File: config.mk
export PLATFORM = sky130hd
export DESIGN_NAME = barr_stream
export DESIGN_NICKNAME = d
export VERILOG_FILES = /design/src/rtl/barr_stream.sv
export SDC_FILE = /design/constraint.sdc
export NUM_CORES = 1
export LEC_CHECK = 0
export CORE_ASPECT_RATIO = 0.9
export CORE_MARGIN = 2
export CORE_UTILIZATION = 60
export CTS_CLUSTER_DIAMETER = 200
export DETAILED_ROUTE_END_ITERATION = 12
export PLACE_DENSITY = 0.82
export SYNTH_ARGS = -nofsm -noshare
export SYNTH_HDL_FRONTEND = slang
export SYNTH_SLANG_ARGS = --single-unit
File: constraint.sdc
create_clock -name clk_i -period 12.75 [get_ports clk_i]
set_clock_uncertainty 0.15 [all_clocks]
set_input_delay 1.9125 -clock clk_i [delete_from_list [all_inputs] [get_ports clk_i]]
set_output_delay 1.9125 -clock clk_i [all_outputs]
set_load 0.05 [all_outputs]
File: src/rtl/barr_stream.sv
// ---------------------------------------------------------------------------
// barr_stream
//
// Streaming wrapper around a Kyber Barrett reduction datapath (q = 3329).
// A block of len_i packed words is pulled from the input stream. Each word
// carries two signed 16-bit coefficients. Both coefficients go through one
// shared reduction unit, one per cycle, and the packed result is pushed to
// the output stream.
//
// Optional build macro:
//   BARR_STREAM_CANON_EN  - fold negative results up by Q, giving the
//                           canonical range [0, 3328] instead of [-1664, 1664].
//
// Handshake rule (both streams): a word moves on a rising clock edge where
// valid and ready are both high. Once out_valid_o is raised, it stays high
// and out_data_o stays constant until the word is accepted.
//
// Ports:
//   clk_i        clock
//   rst_i        synchronous reset, active-high
//   start_i      start a block (sampled in IDLE only)
//   len_i        words in the block; 0 selects 2^LEN_W
//   in_valid_i   input word valid
//   in_ready_o   input word ready (high only in FETCH)
//   in_data_i    {coef_hi, coef_lo}, signed 16-bit each
//   out_valid_o  result word valid (high only in EMIT)
//   out_ready_i  result word accepted
//   out_data_o   {red_hi, red_lo}, two's complement
//   busy_o       high whenever the FSM is not in IDLE
//   done_o       one-cycle pulse after the last word is accepted downstream
// ---------------------------------------------------------------------------
module barr_stream #(
    parameter int Q     = 3329,
    parameter int V     = 20159,
    parameter int SHIFT = 26,
    parameter int LEN_W = 8
) (
    input  logic             clk_i,
    input  logic             rst_i,
    input  logic             start_i,
    input  logic [LEN_W-1:0] len_i,
    input  logic             in_valid_i,
    output logic             in_ready_o,
    input  logic [31:0]      in_data_i,
    output logic             out_valid_o,
    input  logic             out_ready_i,
    output logic [31:0]      out_data_o,
    output logic             busy_o,
    output logic             done_o
);

    typedef enum logic [2:0] {
        IDLE   = 3'd0,
        FETCH  = 3'd1,
        RED_LO = 3'd2,
        RED_HI = 3'd3,
        EMIT   = 3'd4
    } state_t;

    // One extra bit so the count can hold 2^LEN_W.
    localparam int CNT_W = LEN_W + 1;

    localparam logic signed [31:0] Q_S   = 32'(Q);
    localparam logic signed [31:0] V_S   = 32'(V);
    localparam logic signed [31:0] RND_S = 32'sd1 <<< (SHIFT - 1);

    state_t             state_q, state_d;
    logic [CNT_W-1:0]   cnt_q,   cnt_d;
    logic [31:0]        word_q,  word_d;
    logic [31:0]        res_q,   res_d;
    logic               done_q,  done_d;

    logic [15:0]        red_in;
    logic [15:0]        red_out;

    // Barrett reduction of one signed 16-bit coefficient. |a*V| stays below
    // 2^30, so 32-bit signed arithmetic is exact for every 16-bit input.
    function automatic logic [15:0] barrett(input logic [15:0] a_raw);
        logic signed [31:0] a;
        logic signed [31:0] prod;
        logic signed [31:0] t;
        logic signed [31:0] r;
        a    = $signed({{16{a_raw[15]}}, a_raw});
        prod = a * V_S;
        t    = (prod + RND_S) >>> SHIFT;
        r    = a - t * Q_S;
`ifdef BARR_STREAM_CANON_EN
        if (r < 0) begin
            r = r + Q_S;
        end
`endif
        return r[15:0];
    endfunction

    // The shared reduction unit: lo half in RED_LO, hi half in RED_HI.
    assign red_in  = (state_q == RED_HI) ? word_q[31:16] : word_q[15:0];
    assign red_out = barrett(red_in);

    always_ff @(posedge clk_i) begin
        if (rst_i) begin
            state_q <= IDLE;
            cnt_q   <= '0;
            word_q  <= '0;
            res_q   <= '0;
            done_q  <= 1'b0;
        end else begin
            state_q <= state_d;
            cnt_q   <= cnt_d;
            word_q  <= word_d;
            res_q   <= res_d;
            done_q  <= done_d;
        end
    end

    always_comb begin
        state_d = state_q;
        cnt_d   = cnt_q;
        word_d  = word_q;
        res_d   = res_q;
        done_d  = 1'b0;

        unique case (state_q)
            IDLE: begin
                // done_q high means the previous block finished on the last
                // edge; a start arriving in that same cycle is dropped.
                if (start_i && !done_q) begin
                    cnt_d   = (len_i == '0) ? CNT_W'(1 << LEN_W)
                                            : {1'b0, len_i};
                    state_d = FETCH;
                end
            end
            FETCH: begin
                if (in_valid_i) begin
                    word_d  = in_data_i;
                    state_d = RED_LO;
                end
            end
            RED_LO: begin
                res_d[15:0] = red_out;
                state_d     = RED_HI;
            end
            RED_HI: begin
                res_d[31:16] = red_out;
                state_d      = EMIT;
            end
            EMIT: begin
                if (out_ready_i) begin
                    cnt_d = cnt_q - CNT_W'(1);
                    if (cnt_q == CNT_W'(1)) begin
                        done_d  = 1'b1;
                        state_d = IDLE;
                    end else begin
                        state_d = FETCH;
                    end
                end
            end
            default: begin
                state_d = IDLE;
            end
        endcase
    end

    assign in_ready_o  = (state_q == FETCH);
    assign out_valid_o = (state_q == EMIT);
    assign out_data_o  = res_q;
    assign busy_o      = (state_q != IDLE);
    assign done_o      = done_q;

endmodule

==> qor.txt, run 1 <==
Peak VDD IR -> 0.000174 V
Number of synthesized register bits -> 77
Top cell type's share of synthesized area -> 0.263
Routed Antenna Nets -> 0
Total GRT Usage -> 0.270
Worst path max stage delay -> 0.69 ns
Avg Cell Area, Syn -> 8.65 um^2
Part of the cycle the worst path needs -> 0.877
WL final -> 24300 um
Cell taking the most area after synthesis -> fa_1
Port Buffer Count -> 80
Met2 WL -> 11500 um
Area of the multi-input gates -> 7810 um^2
CP Max Fanout -> 27
Wire per inst -> 15.8 um
Sink Count -> 77
Total power -> 1.64 mW
Htree depth -> 3
Post-synth EDFFs -> 0
Post-Route M1 WL -> 11300 um
Fraction of layout cells with a size suffix above 1 -> 0.0302
PwrDens -> 138 nW/um^2
Synth warn -> 0
Synth Flop Type -> dfxtp_1
Kind of critical path -> flop to flop
CP Launch Type -> flop
Tightest Hold Check Type -> flop to flop
CTS clk-pin slew, worst paths -> 0.06 ns
TNS Setup -> 0 ns
Cell mode on critical path -> inv_1
Initial Utilization -> 0.607
Width of the die -> 144 um
Post-synthesis async set-or-reset flop share -> 0
Synth area leaders -> fa_1 (26%), ha_1 (20%), dfxtp_1 (15%), inv_1 (10%), nand2_1 (5.6%)
Crit path time final -> 11.18 ns
Pleak -> 6.18 nW
Sequential cell area -> 1540 um^2
Finish-stage setup viols -> 0
Status -> completed
Cts hold-fix bufs -> 0
Clock Path Buffers -> 2
Global-route wire length before repair -> 39500 um
Area grow syn2layout -> 12.3%
Max_slew headroom -> 0.257
Die Y -> 130 um
Fin. max-slew vios -> 0
CP bufs+invs -> 10
Fill cells -> 1370
Initial DRC Count -> 527
Worst-margin pin slew -> 1.11 ns
CTS tree -> built
DRC -> 0
CP top delay family -> adder cells
Grt total ovfl -> 0
Data required, critical path -> 12.87 ns
Synthesized cell area -> 10600 um^2
Fmax -> 0.0895 GHz
Clk root buf -> clkbuf_16
Largest net degree at the start of global routing -> 88
Commonest non-fill, non-tap cell in the layout -> inv_1
Highest routed layer -> met4
CTS Buf Count -> 9
# rows -> 46
Initial antenna violation count -> 0
Full die area -> 18700 um^2
Unique masters post-synth -> 65
Syn Nets -> 1579
Met3 WL -> 1130 um
HPWL after detailed placement -> 20300 um
IO Pins -> 81
Number of gates resized after CTS -> 0
Register area share after synthesis -> 0.146
Setup bufs post-CTS -> 0
Max cap viols -> 0
Number of global-route vias before repair -> 8151
Final design utilization -> 0.682
Worst path slowest cell -> mux2i_1
Final Hold Viols -> 0
RSZ-0062 raised after global routing -> false
Number of vias per cell -> 5.31
Pre-antenna DRT Iters -> 5
Clock Latency Late Sink -> 0.33 ns
CP Data Arrival Time -> 11.30 ns
Cells after Synth -> 1224
Most frequent cells in the layout -> inv_1 (294), ha_1 (171), nand2_1 (158), fa_1 (139), a21oi_1 (90)
Post-layout nets -> 1644
Final Wtd Congestion -> 1.02
Core footprint -> 17400 um^2
Number of diodes -> 0
Vias -> 8133
Critical path capture point type -> flop
[through the flow]
stage               worst slack (ns)  area, um^2  hold slack, ns  instances
global placement                1.96       11600           0.293       1518
finish                          1.57       11900           0.306       1533
detailed placement              1.74       11600           0.298       1518
global route                   0.981       11900           0.323       1533
floorplan                       2.97       10600           0.286       1224
CTS                             1.66       11900           0.307       1533
[worst paths after layout]
check	startpoint	to	slack [ns]	cells past startpoint
setup / recovery	state_q[1]$_SDFFE_PP0P_	out_data_o[14]$_SDFFE_PP0P_	1.57	36
hold / removal	word_q[17]$_SDFFE_PP0P_	word_q[17]$_SDFFE_PP0P_	0.31	2
setup reg to reg	state_q[1]$_SDFFE_PP0P_	out_data_o[14]$_SDFFE_PP0P_	1.57	36
hold reg to reg	word_q[17]$_SDFFE_PP0P_	word_q[17]$_SDFFE_PP0P_	0.31	2
[synth_stat cells (all sizes together) (2+ instances only)]
| master | instances |
|---|---|
| a211o | 2 |
| a211oi | 8 |
| a21boi | 3 |
| a21o | 11 |
| a21oi | 92 |
| a31oi | 4 |
| a41oi | 7 |
| and2 | 6 |
| and3 | 3 |
| buf | 4 |
| clkbuf | 27 |
| dfxtp | 77 |
| fa | 139 |
| ha | 171 |
| inv | 296 |
| mux2i | 11 |
| nand2 | 158 |
| nand2b | 6 |
| nand3 | 13 |
| nand3b | 6 |
| nand4 | 3 |
| nor2 | 48 |
| nor2b | 2 |
| nor3 | 18 |
| nor3b | 2 |
| nor4 | 4 |
| nor4b | 2 |
| o21ai | 22 |
| o21bai | 3 |
| o22ai | 6 |
| o31ai | 4 |
| or3 | 4 |
| xnor2 | 37 |
| xor2 | 9 |
[worst reg2reg max path, delay by kind of cell (launching register included)]
family / cells / cell delay (ns)
adders and majority gates: 12 / 5.20
and+or+nand+nor: 5 / 1.55
AOI/OAI and AO/OA: 7 / 1.36
buffers and inverters: 10 / 1.21
muxes: 1 / 0.69
xor gates and xnor gates: 1 / 0.54
DFF: 1 / 0.42
[cell type report]
cell class / instances / share of cell area
Clock buffer: 10 / 0.0201
Clock inverter: 5 / 0.00505
Inverter: 297 / 0.0937
Multi-Input combinational cell: 819 / 0.656
Sequential cell: 77 / 0.130
Tap cell: 240 / 0.0252
Timing Repair Buffer: 85 / 0.0700
[power by group]
group          switching, mW  internal (mW)  total, mW
Combinational          0.658          0.444       1.10
Sequential            0.0151          0.264      0.279
Clock                 0.0987          0.156      0.255
[per-layer routing]
metal  global-route usage  up-vias
met1                0.379     3935
met4               0.0467        0
met3               0.0400       28
met2                0.456      190
met5                    0        -
li1                     -     3980
[state kept, by name, indices dropped and copies added, names as in the netlist]
register	flops
state_q	3
out_data_o	32
done_o	1
cnt_q	9
word_q	32
[cells by family (layout without fill, tap and decap cells)]
logic type               Yosys count  after routing  share of synthesized area
buffers and inverters            328            397                      0.117
adder cells (fa/ha/maj)          310            310                      0.465
AO/OA/AOI/OAI                    172            172                      0.105
multiplexers                      11             11                     0.0126
XOR/XNOR                          46             46                     0.0395
flip-flops                        77             77                      0.146
AND/OR/NAND/NOR                  279            279                      0.116
other                              1              1                   0.000354
Note: power is estimated with default switching activity, not from simulation.
==> inputs of run 2 (changes only) <==
--- a/config.mk
+++ b/config.mk
@@ -11,6 +11,7 @@
 export CTS_CLUSTER_DIAMETER = 200
 export DETAILED_ROUTE_END_ITERATION = 12
 export PLACE_DENSITY = 0.82
+export SLEW_MARGIN = 30
 export SYNTH_ARGS = -nofsm -noshare
 export SYNTH_HDL_FRONTEND = slang
 export SYNTH_SLANG_ARGS = --single-unit
==> run 2 against run 1 <==
Power is essentially flat. Wire length is essentially flat. Flip-flop and latch count is the same. Count of clock-buffer cells in the layout is the same. Critical path depth is the same. Critical path type unchanged. Global-route usage is the same. Cell area is essentially flat. Die area is the same. Clock power is essentially flat. Sequential share of layout area is essentially flat. Sequential power is essentially flat.
==> qor.txt, run 2 (synthesized netlist as in run 1, its figures left out) <==
Area of the multi-input gates -> 7810 um^2 (about the same)
Critical path capture point type -> flop
Largest net degree at the start of global routing -> 88 (unchanged)
Final Wtd Congestion -> 1.02 (unchanged)
CTS tree -> built
Total GRT Usage -> 0.270 (unchanged)
Sequential cell area -> 1540 um^2 (unchanged)
Core footprint -> 17400 um^2 (unchanged)
CP Data Arrival Time -> 11.29 ns (about the same)
Area grow syn2layout -> 12.4% (about the same)
Worst path max stage delay -> 0.68 ns (about the same)
# rows -> 46 (unchanged)
Data required, critical path -> 12.87 ns (about the same)
Number of diodes -> 0 (unchanged)
Max cap viols -> 0 (unchanged)
Wire per inst -> 15.8 um (about the same)
Routed Antenna Nets -> 0 (unchanged)
Fill cells -> 1367 (-0.22%)
Sink Count -> 77 (unchanged)
WL final -> 24300 um (about the same)
Initial DRC Count -> 538 (+2.1%)
Cell mode on critical path -> inv_1
Clock Latency Late Sink -> 0.33 ns (about the same)
Clk root buf -> clkbuf_16
Pre-antenna DRT Iters -> 6 (+1)
Status -> completed
HPWL after detailed placement -> 20300 um (unchanged)
TNS Setup -> 0 ns (unchanged)
DRC -> 0 (unchanged)
Grt total ovfl -> 0 (unchanged)
Finish-stage setup viols -> 0 (unchanged)
Tightest Hold Check Type -> flop to flop
Part of the cycle the worst path needs -> 0.876 (-0.00119)
Fraction of layout cells with a size suffix above 1 -> 0.0317 (+0.00155)
Vias -> 8136 (+0.037%)
Worst-margin pin slew -> 0.961 ns (-0.153 ns)
Final Hold Viols -> 0 (unchanged)
IO Pins -> 81 (unchanged)
Port Buffer Count -> 80 (unchanged)
CTS clk-pin slew, worst paths -> 0.06 ns (about the same)
RSZ-0062 raised after global routing -> false
Width of the die -> 144 um (unchanged)
Worst setup margin -> 1.59 ns (+0.0152 ns)
Clock Path Buffers -> 2 (unchanged)
Post-layout nets -> 1644 (unchanged)
Fin. max-slew vios -> 0 (unchanged)
Htree depth -> 3 (unchanged)
Most frequent cells in the layout -> inv_1 (294), ha_1 (171), nand2_1 (157), fa_1 (139), a21oi_1 (90)
Pleak -> 6.18 nW (about the same)
Number of gates resized after CTS -> 0 (unchanged)
Commonest non-fill, non-tap cell in the layout -> inv_1
Number of global-route vias before repair -> 8151 (unchanged)
Setup bufs post-CTS -> 0 (unchanged)
Cts hold-fix bufs -> 0 (unchanged)
Initial Utilization -> 0.607 (unchanged)
CP Launch Type -> flop
PwrDens -> 138 nW/um^2 (about the same)
CP Max Fanout -> 27 (unchanged)
Crit path time final -> 11.16 ns (-0.0152 ns)
CTS Buf Count -> 9 (unchanged)
Max_slew headroom -> 0.341 (+0.0839)
Initial antenna violation count -> 0 (unchanged)
Post-place setup slack -> 1.74 ns (unchanged)
Number of vias per cell -> 5.31 (about the same)
Worst path slowest cell -> mux2i_1
Fmax -> 0.0896 GHz (+0.14%)
Die Y -> 130 um (unchanged)
Peak VDD IR -> 0.000174 V (about the same)
Global-route wire length before repair -> 39500 um (unchanged)
Kind of critical path -> flop to flop
Full die area -> 18700 um^2 (unchanged)
[run 2: cell counts in the layout (fill, tap and decap cells not counted)]
No cell type changed its count.
[run 2: power breakdown]
group | internal, mW | leakage (nW) | switching (mW)
clock | 0.156 | 0.145 | 0.0982
combinational | 0.445 | 5.41 | 0.660
sequential | 0.264 | 0.626 | 0.0151
total | 0.865 | 6.18 | 0.773
[run 2: critical path: cells and delay by family (launching register included)]
kind | cells | cell delay (ns)
buffers and inverters | 10 | 1.21
XOR/XNOR | 1 | 0.54
adder cells (fa/ha/maj) | 12 | 5.19
AO/OA/AOI/OAI | 7 | 1.35
multiplexers | 1 | 0.68
flip-flops | 1 | 0.42
AND/OR/NAND/NOR | 5 | 1.55
[run 2: layout make-up]
| type | count | share of cell area |
|---|---|---|
| clock inverters | 5 | 0.00505 |
| well taps | 240 | 0.0252 |
| repair buffers | 85 | 0.0700 |
| multi-input cells | 819 | 0.656 |
| clock buffers | 10 | 0.0201 |
| flip-flops and latches | 77 | 0.130 |
| inverters | 297 | 0.0937 |
[run 2: metal layers]
layer | track usage | wire length [um]
met2 | 0.456 | 11500
met1 | 0.379 | 11300
met3 | 0.0400 | 1090
met4 | 0.0467 | 325
met5 | 0 | 0
[run 2: metrics by stage]
stage / total power, mW / util / area, um^2 / hold slack [ns] / std cells
finish: 1.64 / 0.683 / 11900 / 0.306 / 1533
global route: 1.81 / 0.683 / 11900 / 0.323 / 1533
CTS: 1.64 / 0.682 / 11900 / 0.307 / 1533
detailed placement: 1.37 / 0.665 / 11600 / 0.298 / 1518
global placement: 1.34 / 0.665 / 11600 / 0.293 / 1518
floorplan: 1.13 / - / 10600 / 0.286 / 1224
[run 2: final timing paths]
check / startpoint / to / slack (ns) / depth (start not counted)
worst max-delay path: state_q[1]$_SDFFE_PP0P_ / out_data_o[14]$_SDFFE_PP0P_ / 1.59 / 36
worst min-delay path: word_q[17]$_SDFFE_PP0P_ / word_q[17]$_SDFFE_PP0P_ / 0.31 / 2
worst max register to register: state_q[1]$_SDFFE_PP0P_ / out_data_o[14]$_SDFFE_PP0P_ / 1.59 / 36
worst min register to register: word_q[17]$_SDFFE_PP0P_ / word_q[17]$_SDFFE_PP0P_ / 0.31 / 2
==> inputs of run 3 (changes only) <==
--- a/config.mk
+++ b/config.mk
@@ -5,12 +5,13 @@
 export SDC_FILE = /design/constraint.sdc
 export NUM_CORES = 1
 export LEC_CHECK = 0
-export CORE_ASPECT_RATIO = 0.9
+export CORE_ASPECT_RATIO = 2
 export CORE_MARGIN = 2
 export CORE_UTILIZATION = 60
 export CTS_CLUSTER_DIAMETER = 200
 export DETAILED_ROUTE_END_ITERATION = 12
 export PLACE_DENSITY = 0.82
+export RECOVER_POWER = 25
 export SLEW_MARGIN = 30
 export SYNTH_ARGS = -nofsm -noshare
 export SYNTH_HDL_FRONTEND = slang
==> run 3 against run 2 <==
The flow now finishes with violations (capacitance limit, slew limit). Sequential power barely moved. Combinational power grew 4%. Via count is 4.8% higher. Flip-flop and latch count stayed put.
==> qor.txt, run 3 (synthesized netlist as in run 1, its figures left out) <==
Status -> complete, but fails checks
Failing checks -> capacitance limit, slew limit
CP Max Fanout -> 36 (+33%)
Max_slew headroom -> -1.41 (-1.75)
Cts hold-fix bufs -> 0 (unchanged)
WL final -> 28000 um (+16%)
Fin. max-slew vios -> 88 (+88)
Area grow syn2layout -> 12.4% (about the same)
R2R Path Start -> state_q[1]$_SDFFE_PP0P_
Number of global-route vias before repair -> 9234 (+13%)
Initial DRC Count -> 312 (-42%)
Setup bufs post-CTS -> 0 (unchanged)
DRC -> 0 (unchanged)
Cell mode on critical path -> inv_1
CTS clk-pin slew, worst paths -> 0.06 ns (about the same)
Clock power share -> 0.159 (+0.004)
Pleak -> 6.20 nW (+0.25%)
Sequential cell area -> 1540 um^2 (unchanged)
Die Y -> 192 um (+48%)
Full die area -> 18800 um^2 (+0.33%)
Net Sw Power -> 0.808 mW (+4.5%)
Worst setup margin -> 1.96 ns (+0.376 ns)
CTS Buf Count -> 9 (unchanged)
Sink Count -> 77 (unchanged)
CP bufs+invs -> 11 (+1)
Data required, critical path -> 12.64 ns (-0.23 ns)
CP Launch Type -> flop
Commonest non-fill, non-tap cell in the layout -> inv_1
Fraction of layout cells with a size suffix above 1 -> 0.0339 (+0.00222)
Width of the die -> 97.9 um (-32%)
Worst-margin pin slew -> 3.62 ns (+2.66 ns)
Pre-antenna DRT Iters -> 6 (unchanged)
Initial Utilization -> 0.613 (+0.00590)
Sequential power share -> 0.165 (-0.005)
Largest net degree at the start of global routing -> 88 (unchanged)
IO Pins -> 81 (unchanged)
Combinational Power Share -> 0.676 (+0.002)
Fill cells -> 1378 (+0.80%)
Initial antenna violation count -> 0 (unchanged)
Worst path slowest cell -> inv_1
Grt total ovfl -> 0 (unchanged)
PwrDens -> 142 nW/um^2 (+3.4%)
CP top delay family -> adder cells
Port Buffer Count -> 80 (unchanged)
Area of the multi-input gates -> 7810 um^2 (unchanged)
Clock Latency Late Sink -> 0.34 ns (about the same)
Post-Layout Cell Count -> 1507 (-1.7%)
Wire per inst -> 18.6 um (+18%)
Min-delay src -> word_q[21]$_SDFFE_PP0P_
Number of gates resized after CTS -> 0 (unchanged)
Critical path capture point type -> flop
Final Hold Viols -> 0 (unchanged)
TNS Setup -> 0 ns (unchanged)
Max cap viols -> 1 (+1)
CTS tree -> built
Final Wtd Congestion -> 0.986 (-3.5%)
Number of diodes -> 0 (unchanged)
Post-place setup slack -> 1.99 ns (+0.250 ns)
Most frequent cells in the layout -> inv_1 (294), ha_1 (171), nand2_1 (157), fa_1 (139), a21oi_1 (90)
Number of vias per cell -> 5.66 (+6.6%)
Internal power -> 0.886 mW (+2.4%)
HPWL after detailed placement -> 23800 um (+17%)
Peak VDD IR -> 0.000294 V (+69%)
Crit path time final -> 10.79 ns (-0.376 ns)
Part of the cycle the worst path needs -> 0.846 (-0.0295)
Kind of critical path -> flop to flop
Total GRT Usage -> 0.311 (+0.0408)
Clock Path Buffers -> 2 (unchanged)
Hold WS -> 0.304 ns (-0.00152 ns)
CP Data Arrival Time -> 10.67 ns (-0.62 ns)
Core footprint -> 17300 um^2 (-0.96%)
Post-layout nets -> 1647 (+0.18%)
Worst path max stage delay -> 0.68 ns (about the same)
Clk root buf -> clkbuf_16
Routed Antenna Nets -> 0 (unchanged)
Dpl cells -> 1491 (-1.8%)
Fmax -> 0.0927 GHz (+3.5%)
Global-route wire length before repair -> 44800 um (+13%)
Critical Path Source -> state_q[1]$_SDFFE_PP0P_
Switching Share -> 0.477 (+0.00489)
Vias -> 8524 (+4.8%)
Finish-stage setup viols -> 0 (unchanged)
Htree depth -> 3 (unchanged)
# rows -> 68 (+48%)
RSZ-0062 raised after global routing -> false
Tightest Hold Check Type -> flop to flop
-- run 3: cell types whose count changed in the layout (fill, tap and decap cells not counted) --
| cell | previous run | this run |
|---|---|---|
| clkinvlp_4 | 1 | 2 |
| clkinv_4 | 1 | 0 |
| clkinv_2 | 1 | 0 |
| clkbuf_8 | 1 | 3 |
| buf_4 | 5 | 7 |
| clkbuf_1 | 0 | 1 |
-- run 3: power groups by stage --
stage               clock (mW)  sequential, mW  combinational [mW]
finish                   0.269           0.280                1.14
global route             0.280           0.282                1.28
CTS                      0.272           0.279                1.15
detailed placement           0           0.283                1.13
global placement             0           0.283                1.10
floorplan                    0           0.330               0.800
-- run 3: path summary, 6_finish.rpt --
| kind | slack (ns) | endpoint | cells after the start |
|---|---|---|---|
| max | 1.96 | out_data_o[29]$_SDFFE_PP0P_ | 40 |
| min | 0.30 | word_q[21]$_SDFFE_PP0P_ | 2 |
| max reg2reg | 1.96 | out_data_o[29]$_SDFFE_PP0P_ | 40 |
| min reg2reg | 0.30 | word_q[21]$_SDFFE_PP0P_ | 2 |
-- run 3: layer usage --
metal,track usage,part of all wire
met1,0.276,0.31
met2,0.610,0.56
met3,0.0255,0.029
met4,0.264,0.096
met5,0,0
-- run 3: metrics by stage --
stage / util / instance area, um^2 / power, mW
after detailed placement: 0.671 / 11600 / 1.41
after global placement: 0.671 / 11600 / 1.38
final: 0.689 / 11900 / 1.69
after CTS: 0.689 / 11900 / 1.70
after global routing: 0.689 / 11900 / 1.84
after floorplan: - / 10600 / 1.13
-- run 3: cell type report --
cell class / instances / area share
Multi-Input combinational cell: 819 / 0.656
Tap cell: 210 / 0.0221
Clock inverter: 4 / 0.00452
Timing Repair Buffer: 88 / 0.0716
Inverter: 297 / 0.0936
Clock buffer: 12 / 0.0224
Sequential cell: 77 / 0.129
-- run 3: worst reg2reg max path, delay by kind of cell (launching register included) --
family | cells | cell delay [ns]
compound gates | 7 | 1.01
xor+xnor | 2 | 0.65
fa+ha+maj | 12 | 5.49
buf+inv | 11 | 1.49
flops | 1 | 0.41
mux | 1 | 0.31
simple gates | 7 | 0.96
